==> config.mk <==
export PLATFORM = sky130hd
export DESIGN_NAME = counter_ctrl
export DESIGN_NICKNAME = d
export VERILOG_FILES = /design/src/rtl/counter_ctrl.sv
export SDC_FILE = /design/constraint.sdc
export NUM_CORES = 1
export LEC_CHECK = 0
export BUFFER_PORTS_ARGS = -buffer_cell sky130_fd_sc_hd__buf_2
export CELL_PAD_IN_SITES_DETAIL_PLACEMENT = 0
export CELL_PAD_IN_SITES_GLOBAL_PLACEMENT = 1
export CORE_AREA = 2 2 57 59
export DETAILED_ROUTE_END_ITERATION = 12
export DIE_AREA = 0 0 59 61
export PLACE_DENSITY = 0.61
export RECOVER_POWER = 25
export SETUP_SLACK_MARGIN = 0.2
export SLEW_MARGIN = 20
export SYNTH_ARGS = -nofsm -noshare
export SYNTH_HDL_FRONTEND = slang
export SYNTH_SLANG_ARGS = --single-unit
==> constraint.sdc <==
create_clock -name clk_i -period 3.1 [get_ports clk_i]
set_input_delay 0.31 -clock clk_i [delete_from_list [all_inputs] [get_ports clk_i]]
set_output_delay 0.31 -clock clk_i [all_outputs]
set_load 0.05 [all_outputs]
==> src/rtl/counter_ctrl.sv <==
// counter_ctrl
//   Counter enable generator for the 64-bit timer. Sits between the register
//   block and the counter. It produces a one-cycle count strobe either every
//   clock or every 2^div_val clocks. It also runs the debug-halt handshake,
//   which freezes counting while the CPU holds the timer in debug.
//
// Configuration macro:
//   CNT_CTRL_DBG_HALT_EN - when defined, the HALT state and the
//   halt_req/halt_ack handshake are built. When undefined, halt_req_i and
//   dbg_mode_i are ignored and halt_ack_o is tied low.
//
// Ports:
//   clk_i        system clock, all logic on the rising edge
//   rst_i        synchronous reset, active-high
//   timer_en_i   timer enable from the control register
//   div_en_i     prescaler enable from the control register
//   div_val_i    divide exponent, period = 2^div_val clocks (clamped to DIV_MAX)
//   halt_req_i   debug halt request
//   dbg_mode_i   CPU debug-mode indication; a halt is honoured only while high
//   cnt_en_o     one-cycle count strobe to the counter
//   halt_ack_o   halt acknowledge, high exactly while halted
//   presc_cnt_o  current prescaler value, for observability
module counter_ctrl #(
  parameter int PRESC_W = 8,
  parameter int DIV_MAX = 8
) (
  input  logic               clk_i,
  input  logic               rst_i,
  input  logic               timer_en_i,
  input  logic               div_en_i,
  input  logic [3:0]         div_val_i,
  input  logic               halt_req_i,
  input  logic               dbg_mode_i,
  output logic               cnt_en_o,
  output logic               halt_ack_o,
  output logic [PRESC_W-1:0] presc_cnt_o
);

`ifdef CNT_CTRL_DBG_HALT_EN
  typedef enum logic [1:0] {IDLE, RUN, HALT} state_e;
`else
  typedef enum logic {IDLE, RUN} state_e;
`endif

  localparam logic [3:0] DIV_MAX_L = 4'(DIV_MAX);

  state_e             state_q, state_d;
  logic [PRESC_W-1:0] presc_q, presc_d;
  logic [PRESC_W-1:0] term;
  logic [3:0]         dv, dv_q;
  logic               de_q;
  logic               param_chg;

  // Clamp the exponent, then build the terminal count as a mask of dv ones.
  // This gives (1<<dv)-1 without needing a wider intermediate.
  assign dv        = (div_val_i > DIV_MAX_L) ? DIV_MAX_L : div_val_i;
  assign term      = ~({PRESC_W{1'b1}} << dv);
  assign param_chg = (dv != dv_q) || (div_en_i != de_q);

  // A strobe fires only in RUN. It is suppressed on the cycle the divider
  // settings change, because the prescaler phase restarts on that edge.
  assign cnt_en_o    = (state_q == RUN) && !param_chg &&
                       (!div_en_i || (presc_q == term));
  assign presc_cnt_o = presc_q;

  // Next-state and prescaler logic. Dropping timer_en overrides everything.
  // In HALT the prescaler is untouched, so counting resumes from the frozen phase.
  always_comb begin
    state_d = state_q;
    presc_d = presc_q;
    if (!timer_en_i) begin
      state_d = IDLE;
      presc_d = '0;
    end else begin
      case (state_q)
        IDLE: begin
          state_d = RUN;
        end
        RUN: begin
          if (param_chg || !div_en_i) begin
            presc_d = '0;
          end else if (presc_q == term) begin
            presc_d = '0;
          end else begin
            presc_d = presc_q + PRESC_W'(1);
          end
`ifdef CNT_CTRL_DBG_HALT_EN
          if (halt_req_i && dbg_mode_i) begin
            state_d = HALT;
          end
`endif
        end
`ifdef CNT_CTRL_DBG_HALT_EN
        HALT: begin
          if (!halt_req_i || !dbg_mode_i) begin
            state_d = RUN;
          end
        end
`endif
        default: begin
          state_d = IDLE;
          presc_d = '0;
        end
      endcase
    end
  end

  // State, prescaler and last-seen divider settings.
  always_ff @(posedge clk_i) begin
    if (rst_i) begin
      state_q <= IDLE;
      presc_q <= '0;
      dv_q    <= '0;
      de_q    <= 1'b0;
    end else begin
      state_q <= state_d;
      presc_q <= presc_d;
      dv_q    <= dv;
      de_q    <= div_en_i;
    end
  end

`ifdef CNT_CTRL_DBG_HALT_EN
  logic halt_ack_q;

  // The acknowledge is registered from the next state, so it mirrors
  // state==HALT exactly. A reset clears it on the same edge.
  always_ff @(posedge clk_i) begin
    if (rst_i) begin
      halt_ack_q <= 1'b0;
    end else begin
      halt_ack_q <= (state_d == HALT);
    end
  end

  assign halt_ack_o = halt_ack_q;
`else
  logic unused_halt_inputs;
  assign unused_halt_inputs = &{1'b0, halt_req_i, dbg_mode_i};
  assign halt_ack_o         = 1'b0;
`endif

endmodule
======== Word-level counts from Yosys, hierarchy flattened ========
Index checks and enable logic that the tools add are counted.
word-level totals
  output and inout bits ................... 10
  flip-flop bits (word level) ............. 14
cells by class
  add/sub/neg operators ................... 1
  muxes and demuxes ....................... 4
  reduce and logical (&&, ||, !) cells .... 8
  shift operators ......................... 1
  $lt $le $gt $ge ......................... 1
  bitwise gates (word level) .............. 2
  equality and inequality tests ........... 3
operators with widths
  operator                                              number
  2-to-1 mux 8 bit                                      2
  adder 8 x 1 -> 8 bit, second input constant           1
  equality test 8 bit                                   1
  NOT 8 bit                                             1
  left shift 8 x 4 -> 8 bit, first input constant       1
  greater-than comparator 4 bit, second input constant  1
  2-to-1 mux 4 bit                                      1
  inequality test 4 bit                                 1
  logical OR 1 bit                                      3
  logical AND 1 bit                                     2
  logical NOT 1 bit                                     2
  OR reduction 2 bit                                    1
  2-to-1 mux 1 bit                                      1
  inequality test 1 bit                                 1
  NOT 1 bit                                             1

======== Longest topological paths before layout ========
Gate-level depths: netlist of run 1.
  depth after elaboration ................. 7
  depth in mapped cells ................... 6
  gate-level depth less buffers ........... 5

======== Worst setup path before layout of run 1 ========
OpenSTA, ideal clock, no wires.
  kind .................................... register to output
  start point ............................. register presc_q[1] (netlist: presc_cnt_o[1])
  end point ............................... output cnt_en_o
  cell stages (with the launch flop) ...... 6
  data arrival time ....................... 2.128 ns
  slack ................................... 0.662 ns
  buffers on the path ..................... 0
  required time ........................... 2.790 ns
  cells stage by stage .................... dfxtp_1 nor2_1 xnor2_1 a211o_1 nor4_4 o211a_1
on the way
  word-level cells in the longest chain between the ends .. 3
RTL lines
  what                    RTL line  RTL
  from (decl)             48        logic [PRESC_W-1:0] presc_q, presc_d;
  from (signal assigned)  117       presc_q <= presc_d;
  equality test 8 bit     63        (!div_en_i || (presc_q == term));
  logical OR 1 bit        63
  logical AND 1 bit       62        assign cnt_en_o = (state_q == RUN) && !param_chg &&
  to (decl)               34        output logic cnt_en_o,
No other way between the ends.

======== Final worst setup path of run 1 ========
  start point ............................. register presc_q[2] (netlist: presc_cnt_o[2])
  end point ............................... output cnt_en_o
Same word-level chain as after synthesis.

==> flow_summary.json, run 1 <==
{
  "min_to": "de_q$_SDFF_PP0_",
  "cts_made_buffers": 3,
  "fp.dieH_um": 61,
  "synthesis.nets": 107,
  "p_leak_nw": 0.374,
  "worstReg2RegEnd": "presc_cnt_o[5]$_SDFFE_PP0P_",
  "final_cell_mix": "dfxtp_1, buf_2, nor2_1",
  "grt_pass1_vias": 705,
  "fin_nets": 123,
  "grt_use_total": 0.127,
  "synth_area_um2": 858,
  "critPathTopFamily": "compound AO/OA/AOI/OAI gates",
  "initial_core_util": 0.291,
  "rsz0062_at_grt": "no",
  "antennaDiodeCount": 0,
  "crit_slowest_cell": "dfxtp_1",
  "criticalPathCategory": "register to output port",
  "reg2reg_depth": 6,
  "grtUsageMet3": 0.0490,
  "grt-ovfl-total": 0,
  "power_density_nw_per_um2": 366,
  "min_period_ns": 2.37,
  "finalMaxSlewViolations": 0,
  "grtUsageMet1": 0.172,
  "outcome": "complete, no violations",
  "worst_setup_path_start_kind": "register",
  "drive_gt1_frac": 0.189,
  "fin_setup_tns_ns": 0,
  "syn_inst": 96,
  "synth_ff_type": "dfxtp_1",
  "worst_slew_pin_slew_ns": 0.780,
  "grt_antenna_before_repair": 0,
  "synth.area.mux_share": 0.0117,
  "crit_chain": "a2111o_1 > a211o_1 > nor4_4 > o211a_1 > buf_2",
  "yosysSeqAreaShare": 0.327,
  "endpoint_kind": "output port",
  "ant_nets": 0,
  "yosysWarnings": 0,
  "use_met2": 0.197,
  "drt-pass1-iter-count": 4,
  "rows": 20,
  "async_flop_share": 0,
  "clkTransAtPathRegs_ns": 0.08,
  "synth_simple_gate_area_frac": 0.280,
  "wl_per_cell_um": 14.3,
  "fin_ws_ns": 0.727,
  "hpwlAfterDp_mm": 1.47,
  "synth_compound_area_frac": 0.195,
  "insertion_delay_ns": 0.28,
  "vias_per_cell": 5.35,
  "yosysUniqueCellTypes": 36,
  "hp-start": "rst_i",
  "timing.final.hold_violations": 0,
  "drc": 0,
  "fmax_ghz": 0.421,
  "clock_sinks": 14,
  "netlist_top_cells_area": "dfxtp_1, xnor2_1, o41ai_1",
  "synth_adder_area_share": 0.0146,
  "r2r_setup_slack_ns": 1.31,
  "root_buffer": "clkbuf_4",
  "synth-seq-cells": 14,
  "area_delta_synth_final_pct": 14.9,
  "min_path_type": "input port to register",
  "ir_worst_vdd_v": 0.000135,
  "chipWidth_um": 59,
  "fp.coreArea_um2": 2950,
  "skew_ns": 0.00109,
  "grt-busiest-layer": "met2",
  "synthXorXnorAreaFrac": 0.122,
  "timing.final.crit_share": 0.766,
  "postCtsHoldBufs": 0,
  "path_buf_inv": 1,
  "grt_pass1_wl_mm": 3.38,
  "vias": 771,
  "die_area_um2": 3600,
  "required_ns": 2.79,
  "port-buffer-count": 16,
  "synth_top_family_by_area": "simple AND/OR/NAND/NOR gates",
  "clock_path_buffers": 2,
  "place_ws_ns": 0.813,
  "gp_congestion": 0.706,
  "slowest_delay_ns": 0.39,
  "wl_mm": 2.06,
  "ios": 20,
  "cp.depth": 5,
  "crit_arrival_ns": 2.06,
  "synth_top_area_cell": "dfxtp_1",
  "synth_top_cell_area_share": 0.327,
  "cts_max_level": 1,
  "drt_iter0_drc": 17,
  "post_cts_buffers": 0,
  "grt_start_max_net_pins": 15,
  "cap_violations": 0,
  "synth-edff-count": 0,
  "avgSynthCellArea_um2": 8.94,
  "relSlewSlack": 0.479,
  "cts_resized": 0,
  "crit_fanout": 7,
  "hold_depth": 2,
  "r2r-start": "presc_cnt_o[5]$_SDFFE_PP0P_",
  "cts_tree": "built",
  "setup_viol": 0
}
-- worst reg2reg max path: stages (launching register included) --
cell,delay [ns]
dfxtp_1,0.47
a2111oi_0,0.10
a31o_2,0.24
a41oi_1,0.27
nor4_4,0.10
buf_4,0.18
o41ai_1,0.33
-- metrics by stage --
stage	cells	total power [W]	utilization	hold slack, ns	area, um2
after floorplan	96	0.000225	-	0.377	858
after global placement	140	0.000235	0.322	0.519	952
after detailed placement	140	0.000236	0.322	0.525	952
after CTS	144	0.000367	0.335	0.220	988
after global routing	144	0.000385	0.334	0.227	986
final	144	0.000361	0.334	0.226	986
-- routing by layer --
metal / wire length, um / up-vias
met5: 0 / -
met4: 0 / 0
met3: 82 / 0
met2: 974 / 11
met1: 1010 / 373
li1: - / 387
-- registers in the layout (all words and copies together) (netlist names) --
register,flops
presc_cnt_o,8
dv_q,4
de_q,1
state_q,1
-- worst max path at each step --
| stage | startpoint | to |
|---|---|---|
| CTS | presc_cnt_o[2]$_SDFFE_PP0P_ | cnt_en_o |
| global route | presc_cnt_o[7]$_SDFFE_PP0P_ | cnt_en_o |
| finish | presc_cnt_o[2]$_SDFFE_PP0P_ | cnt_en_o |
| floorplan | presc_cnt_o[1]$_SDFFE_PP0P_ | cnt_en_o |
| detailed placement | div_val_i[1] | cnt_en_o |
| global placement | div_val_i[1] | cnt_en_o |
-- synthesized netlist by cell type (2+ instances only) --
master and number:
dfxtp_1 14, nor2b_1 2, nand2_1 6, o41ai_1 7, or2b_1 2, clkbuf_1 2, nand3b_1 8, xor2_1 4
a21oi_1 2, nor2_1 9, and2_1 3, xnor2_1 8, buf_4 3, o21ai_0 2, nand4_1 3
-- layout make-up --
class / count / area (um2)
clock buffers: 4 / 36.3
flip-flops and latches: 14 / 280
inverters: 1 / 3.75
fillers: 335 / 1970
well taps: 33 / 41.3
multi-input cells: 75 / 539
repair buffers: 17 / 85.1
-- cell families after synthesis --
group,count (synthesis)
DFF,14
xor gates and xnor gates,12
adders and majority gates,1
buffers and inverters,7
AOI/OAI and AO/OA,21
and+or+nand+nor,39
other,1
muxes,1
-- power breakdown --
group / switching, W / leakage (nW) / internal [W]
clock: 0.0000582 / 0.0210 / 0.0000714
sequential: 0.00000389 / 0.114 / 0.000183
combinational: 0.0000263 / 0.238 / 0.0000174
total: 0.0000884 / 0.374 / 0.000272
Note: power is estimated with default switching activity, not from simulation.
==> run 2, diff against run 1 <==
--- a/config.mk
+++ b/config.mk
@@ -5,13 +5,14 @@
 export SDC_FILE = /design/constraint.sdc
 export NUM_CORES = 1
 export LEC_CHECK = 0
+export ABC_AREA = 1
 export BUFFER_PORTS_ARGS = -buffer_cell sky130_fd_sc_hd__buf_2
 export CELL_PAD_IN_SITES_DETAIL_PLACEMENT = 0
 export CELL_PAD_IN_SITES_GLOBAL_PLACEMENT = 1
 export CORE_AREA = 2 2 57 59
 export DETAILED_ROUTE_END_ITERATION = 12
 export DIE_AREA = 0 0 59 61
-export PLACE_DENSITY = 0.61
+export PLACE_DENSITY = 0.63
 export RECOVER_POWER = 25
 export SETUP_SLACK_MARGIN = 0.2
 export SLEW_MARGIN = 20
==> constraint.sdc (replaced) <==
create_clock -name clk_i -period 2.25 [get_ports clk_i]
set_input_delay 0.225 -clock clk_i [delete_from_list [all_inputs] [get_ports clk_i]]
set_output_delay 0.225 -clock clk_i [all_outputs]
set_load 0.05 [all_outputs]
==> flow_summary.json, run 2 <==
{
  "outcome": "complete, no violations",
  "timing.final.hold_violations": 0,
  "post_cts_buffers": 0,
  "rsz0062_at_grt": "no",
  "synth-edff-count": 0,
  "vias_per_cell": 4.59,
  "crit_fanout": 9,
  "use_met2": 0.190,
  "drive_gt1_frac": 0.250,
  "grt_start_max_net_pins": 10,
  "largest_reg_flops": 8,
  "fp.dieH_um": 61,
  "synth_top_cell_area_share": 0.330,
  "drc": 0,
  "pwr-share-comb": 0.138,
  "fin_nets": 148,
  "wl_per_cell_um": 10.3,
  "yosysMostFrequentCell": "nand2_1",
  "grt_pass1_vias": 763,
  "synthesis.nets": 130,
  "syn_inst": 119,
  "ios": 20,
  "worstReg2RegEnd": "presc_cnt_o[7]$_SDFFE_PP0P_",
  "grtUsageMet1": 0.142,
  "min_path_type": "input port to register",
  "synthXorXnorAreaFrac": 0.113,
  "hp-start": "rst_i",
  "r2r-start": "state_q$_SDFF_PP0_",
  "p_leak_nw": 0.431,
  "grt_pass1_wl_mm": 3.11,
  "power_frac_clock": 0.357,
  "synthTopCellsByCount": "nand2_1, dfxtp_1, nand3_1, nor2_2",
  "cts_tree": "built",
  "root_buffer": "clkbuf_4",
  "drt-pass1-iter-count": 3,
  "synth.area.mux_share": 0,
  "grt_antenna_before_repair": 0,
  "synth_simple_gate_area_frac": 0.427,
  "postCtsHoldBufs": 0,
  "netSwitchingPower_w": 0.000136,
  "ir_worst_vdd_v": 0.000208,
  "final_cell_mix": "nand2_1, dfxtp_1, buf_2",
  "min_period_ns": 1.90,
  "clock_sinks": 14,
  "required_ns": 2.03,
  "grtUsageMet3": 0.0192,
  "hold_depth": 2,
  "gp_congestion": 0.698,
  "grt-ovfl-total": 0,
  "seqPwrFrac": 0.506,
  "yosysWarnings": 0,
  "insertion_delay_ns": 0.28,
  "fp.coreArea_um2": 2950,
  "synth_top_area_cell": "dfxtp_1",
  "worst_setup_path_start_kind": "input port",
  "final_common_cell": "nand2_1",
  "skew_ns": 0.00291,
  "reg2reg_depth": 6,
  "synth_ff_type": "dfxtp_1",
  "wl_mm": 1.75,
  "synth-seq-cells": 14,
  "synth_compound_area_frac": 0.0265,
  "ant_nets": 0,
  "cts_resized": 0,
  "port-buffer-count": 16,
  "initial_core_util": 0.288,
  "intPower_w": 0.000376,
  "fin_setup_tns_ns": 0,
  "finalMaxSlewViolations": 0,
  "clkTransAtPathRegs_ns": 0.09,
  "grt-busiest-layer": "met2",
  "drt_iter0_drc": 16,
  "rows": 20,
  "synth_top_family_by_area": "simple AND/OR/NAND/NOR gates",
  "clock_path_buffers": 2,
  "fillCellCount": 354,
  "yosysUniqueCellTypes": 23,
  "setup_viol": 0,
  "criticalPathCategory": "input port to output port",
  "synth_adder_area_share": 0.0147,
  "fmax_ghz": 0.527,
  "cts_made_buffers": 3,
  "hpwlAfterDp_mm": 1.40,
  "async_flop_share": 0,
  "endpoint_kind": "output port",
  "chipWidth_um": 59,
  "cts_max_level": 1,
  "swShare": 0.266,
  "die_area_um2": 3600,
  "avgSynthCellArea_um2": 7.14,
  "synth_area_um2": 850,
  "fin_hold_ws_ns": 0.188,
  "grt_use_total": 0.116,
  "crit_arrival_ns": 1.67,
  "netlist_top_cells_area": "dfxtp_1, nand2_1, nor2_2",
  "r2r_setup_slack_ns": 0.81,
  "power_density_nw_per_um2": 525,
  "yosysSeqAreaShare": 0.330,
  "min_to": "de_q$_SDFF_PP0_",
  "area_delta_synth_final_pct": 14.6,
  "cap_violations": 0,
  "antennaDiodeCount": 0,
  "vias": 776,
  "timing.final.crit_share": 0.844
}
[run 2: how the worst max path moves through the flow]
stage / from / cells after the start / slack [ns] / endpoint
2_1_floorplan: presc_cnt_o[5]$_SDFFE_PP0P_ / 8 / 0.36 / cnt_en_o
4_1_cts: de_q$_SDFF_PP0_ / 8 / 0.37 / cnt_en_o
3_3_place_gp: div_val_i[3] / 8 / 0.52 / cnt_en_o
6_report: div_val_i[3] / 11 / 0.35 / cnt_en_o
5_1_grt: div_val_i[3] / 11 / 0.15 / cnt_en_o
3_5_place_dp: div_val_i[3] / 11 / 0.50 / cnt_en_o
[run 2: power groups by stage]
stage	registers (W)	logic (W)	clock network, W
detailed placement	0.000265	0.0000731	0
floorplan	0.000264	0.0000554	0
finish	0.000259	0.0000705	0.000182
global placement	0.000264	0.0000716	0
global route	0.000260	0.0000809	0.000202
CTS	0.000259	0.0000734	0.000192
[run 2: worst max-delay path, cell delays in order]
cell and delay (ns):
clkbuf_1 0.17, inv_1 0.27, nand2_1 0.12, nand2_1 0.07, nand2_1 0.05, nor2_1 0.10
nand3_1 0.09, nor2_2 0.12, nand2_1 0.08, a21oi_2 0.11, buf_2 0.27
[run 2: logic make-up after synthesis]
group	count (synthesis)
AOI/OAI and AO/OA	4
adders and majority gates	1
buffers and inverters	14
DFF	14
xor gates and xnor gates	11
other	1
and+or+nand+nor	74
[run 2: cell type report]
cell class / count / area (um2) / area share
Multi-Input combinational cell: 91 / 497 / 0.510
Sequential cell: 14 / 280 / 0.288
Inverter: 11 / 41.3 / 0.0424
Tap cell: 33 / 41.3 / 0.0424
Clock buffer: 4 / 36.3 / 0.0373
Timing Repair Buffer: 16 / 77.6 / 0.0797
[run 2: metal layers]
metal	vias to the layer above	wire length, um
met4	0	28
met3	4	74
li1	401	-
met2	14	812
met5	-	0
met1	357	832
[run 2: stage by stage]
stage | instance area, um2 | instances | utilization | power [W] | worst slack (ns)
global placement | 945 | 165 | 0.320 | 0.000336 | 0.516
CTS | 981 | 169 | 0.332 | 0.000524 | 0.365
finish | 973 | 169 | 0.330 | 0.000511 | 0.351
global route | 973 | 169 | 0.330 | 0.000542 | 0.150
detailed placement | 945 | 165 | 0.320 | 0.000338 | 0.498
floorplan | 853 | 119 | - | 0.000320 | 0.361
==> run 3, diff against run 2 <==
--- a/config.mk
+++ b/config.mk
@@ -5,14 +5,14 @@
 export SDC_FILE = /design/constraint.sdc
 export NUM_CORES = 1
 export LEC_CHECK = 0
-export ABC_AREA = 1
+export ABC_AREA = 0
 export BUFFER_PORTS_ARGS = -buffer_cell sky130_fd_sc_hd__buf_2
 export CELL_PAD_IN_SITES_DETAIL_PLACEMENT = 0
 export CELL_PAD_IN_SITES_GLOBAL_PLACEMENT = 1
 export CORE_AREA = 2 2 57 59
 export DETAILED_ROUTE_END_ITERATION = 12
 export DIE_AREA = 0 0 59 61
-export PLACE_DENSITY = 0.63
+export PLACE_DENSITY = 0.61
 export RECOVER_POWER = 25
 export SETUP_SLACK_MARGIN = 0.2
 export SLEW_MARGIN = 20
==> constraint.sdc (replaced) <==
create_clock -name clk_i -period 2 [get_ports clk_i]
set_input_delay 0.2 -clock clk_i [delete_from_list [all_inputs] [get_ports clk_i]]
set_output_delay 0.2 -clock clk_i [all_outputs]
set_load 0.05 [all_outputs]
==> flow_summary.json, run 3 (synthesis results as in run 1) <==
{
  "fin_nets": 130,
  "r2r-start": "presc_cnt_o[6]$_SDFFE_PP0P_",
  "min_period_ns": 2.08,
  "antennaDiodeCount": 0,
  "criticalPathCategory": "register to output port",
  "hpwlAfterDp_mm": 1.53,
  "wl_per_cell_um": 14.1,
  "power_density_nw_per_um2": 534,
  "worst_slew_pin_slew_ns": 0.540,
  "area_delta_synth_final_pct": 28.6,
  "fin_ws_ns": -0.0802,
  "endpoint_kind": "output port",
  "min_path_type": "input port to register",
  "grt_pass1_wl_mm": 3.55,
  "reg2reg_depth": 6,
  "worst_setup_path_start_kind": "register",
  "cts_made_buffers": 3,
  "drt-pass1-iter-count": 4,
  "vias": 812,
  "cp-endpoint": "cnt_en_o",
  "crit_start": "presc_cnt_o[7]$_SDFFE_PP0P_",
  "crit_fanout": 6,
  "skew_ns": 0.00665,
  "relSlewSlack": 0.640,
  "grt_pass1_vias": 728,
  "clock_path_buffers": 2,
  "required_ns": 1.80,
  "postCtsHoldBufs": 0,
  "vias_per_cell": 5.38,
  "ant_nets": 0,
  "setup_viol": 1,
  "insertion_delay_ns": 0.29,
  "chipWidth_um": 59,
  "die_area_um2": 3600,
  "final_cells": 151,
  "outcome": "finished, violations left",
  "final_common_cell": "buf_2",
  "root_buffer": "clkbuf_4",
  "finalMaxSlewViolations": 0,
  "placedCellCount": 147,
  "cap_violations": 0,
  "initial_core_util": 0.291,
  "grt_use_total": 0.131,
  "p_leak_nw": 0.422,
  "clock_sinks": 14,
  "fp.dieH_um": 61,
  "cts_tree": "built",
  "worstReg2RegEnd": "presc_cnt_o[5]$_SDFFE_PP0P_",
  "fp.coreArea_um2": 2950,
  "port-buffer-count": 16,
  "cts_max_level": 1,
  "clkTransAtPathRegs_ns": 0.09,
  "gp_congestion": 0.725,
  "rsz0062_at_grt": "yes",
  "hold_depth": 2,
  "violations": "negative setup slack",
  "final_cell_mix": "buf_2, nor2_1, xnor2_1, nand3b_1",
  "timing.final.hold_violations": 0,
  "r2r_setup_slack_ns": 0.31,
  "rows": 20,
  "total_power_w": 0.000590,
  "drc": 0,
  "crit_arrival_ns": 1.88,
  "drt_iter0_drc": 22,
  "grt-ovfl-total": 0,
  "timing.final.crit_share": 1.04,
  "grt_antenna_before_repair": 0,
  "grt_start_max_net_pins": 15,
  "ios": 20,
  "drive_gt1_frac": 0.347,
  "largest_reg_flops": 8,
  "wl_mm": 2.12,
  "ir_worst_vdd_v": 0.000157,
  "fmax_ghz": 0.481
}
[run 3: cell count changes in the layout (fill, tap and decap cells not counted), moves of 3 or more]
| cell | previous run | this run |
|---|---|---|
| buf_4 | 0 | 7 |
| nand3_1 | 13 | 0 |
| and2_1 | 0 | 3 |
| dfxtp_2 | 0 | 5 |
| o41ai_1 | 0 | 7 |
| nor2_1 | 12 | 9 |
| nor2_2 | 10 | 0 |
| dfxtp_1 | 14 | 7 |
| inv_1 | 11 | 0 |
| nand3b_1 | 2 | 8 |
| nand2_1 | 29 | 6 |
[run 3: final cells by class]
cell class,instances,area [um2]
Clock buffer,4,36.3
Fill cell,324,1850
Inverter,1,3.75
Multi-Input combinational cell,75,582
Sequential cell,14,294
Tap cell,33,41.3
Timing Repair Buffer,24,146
[run 3: worst min path at each step]
stage	start	to	slack, ns
2_1_floorplan	rst_i	de_q$_SDFF_PP0_	0.27
3_3_place_gp	rst_i	de_q$_SDFF_PP0_	0.41
3_5_place_dp	rst_i	de_q$_SDFF_PP0_	0.41
4_1_cts	rst_i	de_q$_SDFF_PP0_	0.10
5_1_grt	rst_i	de_q$_SDFF_PP0_	0.11
6_report	rst_i	de_q$_SDFF_PP0_	0.11
[run 3: stage by stage]
stage	cell area [um2]	setup TNS (ns)	hold WS [ns]	setup slack [ns]	utilization
after global placement	1030	0	0.406	0.0293	0.350
after global routing	1100	-0.174	0.109	-0.174	0.374
after floorplan	886	0	0.267	0.0809	-
after detailed placement	1030	0	0.415	0.0284	0.350
final	1100	-0.0802	0.106	-0.0802	0.374
after CTS	1090	-0.119	0.103	-0.119	0.370
[run 3: layer usage]
layer  global-route usage  vias up  routed length [um]
met5                    0        -                   0
met4               0.0617        0                  35
met3               0.0277        4                  81
met2                0.194       15                 939
met1                0.182      395                1070
li1                     -      398                   -
[run 3: timing repair]
item / 4_1_cts / 5_1_grt
cloned: 0 / 0
setup buffers: 0 / 0
pin swaps: 1 / 0
setup endpoints to repair: 2 / 5
resized for setup: 5 / 2
[run 3: power breakdown]
group          switching, W   total, W  internal, W
clock network      0.000107   0.000218     0.000111
logic             0.0000487  0.0000877    0.0000390
registers        0.00000270   0.000284     0.000282
[run 3: critical path, cell delays in order (launching register included)]
cell	delay [ns]
dfxtp_4	0.38
nor4bb_4	0.26
a31o_2	0.19
a41oi_2	0.05
nor4_4	0.35
o211a_4	0.22
buf_8	0.14
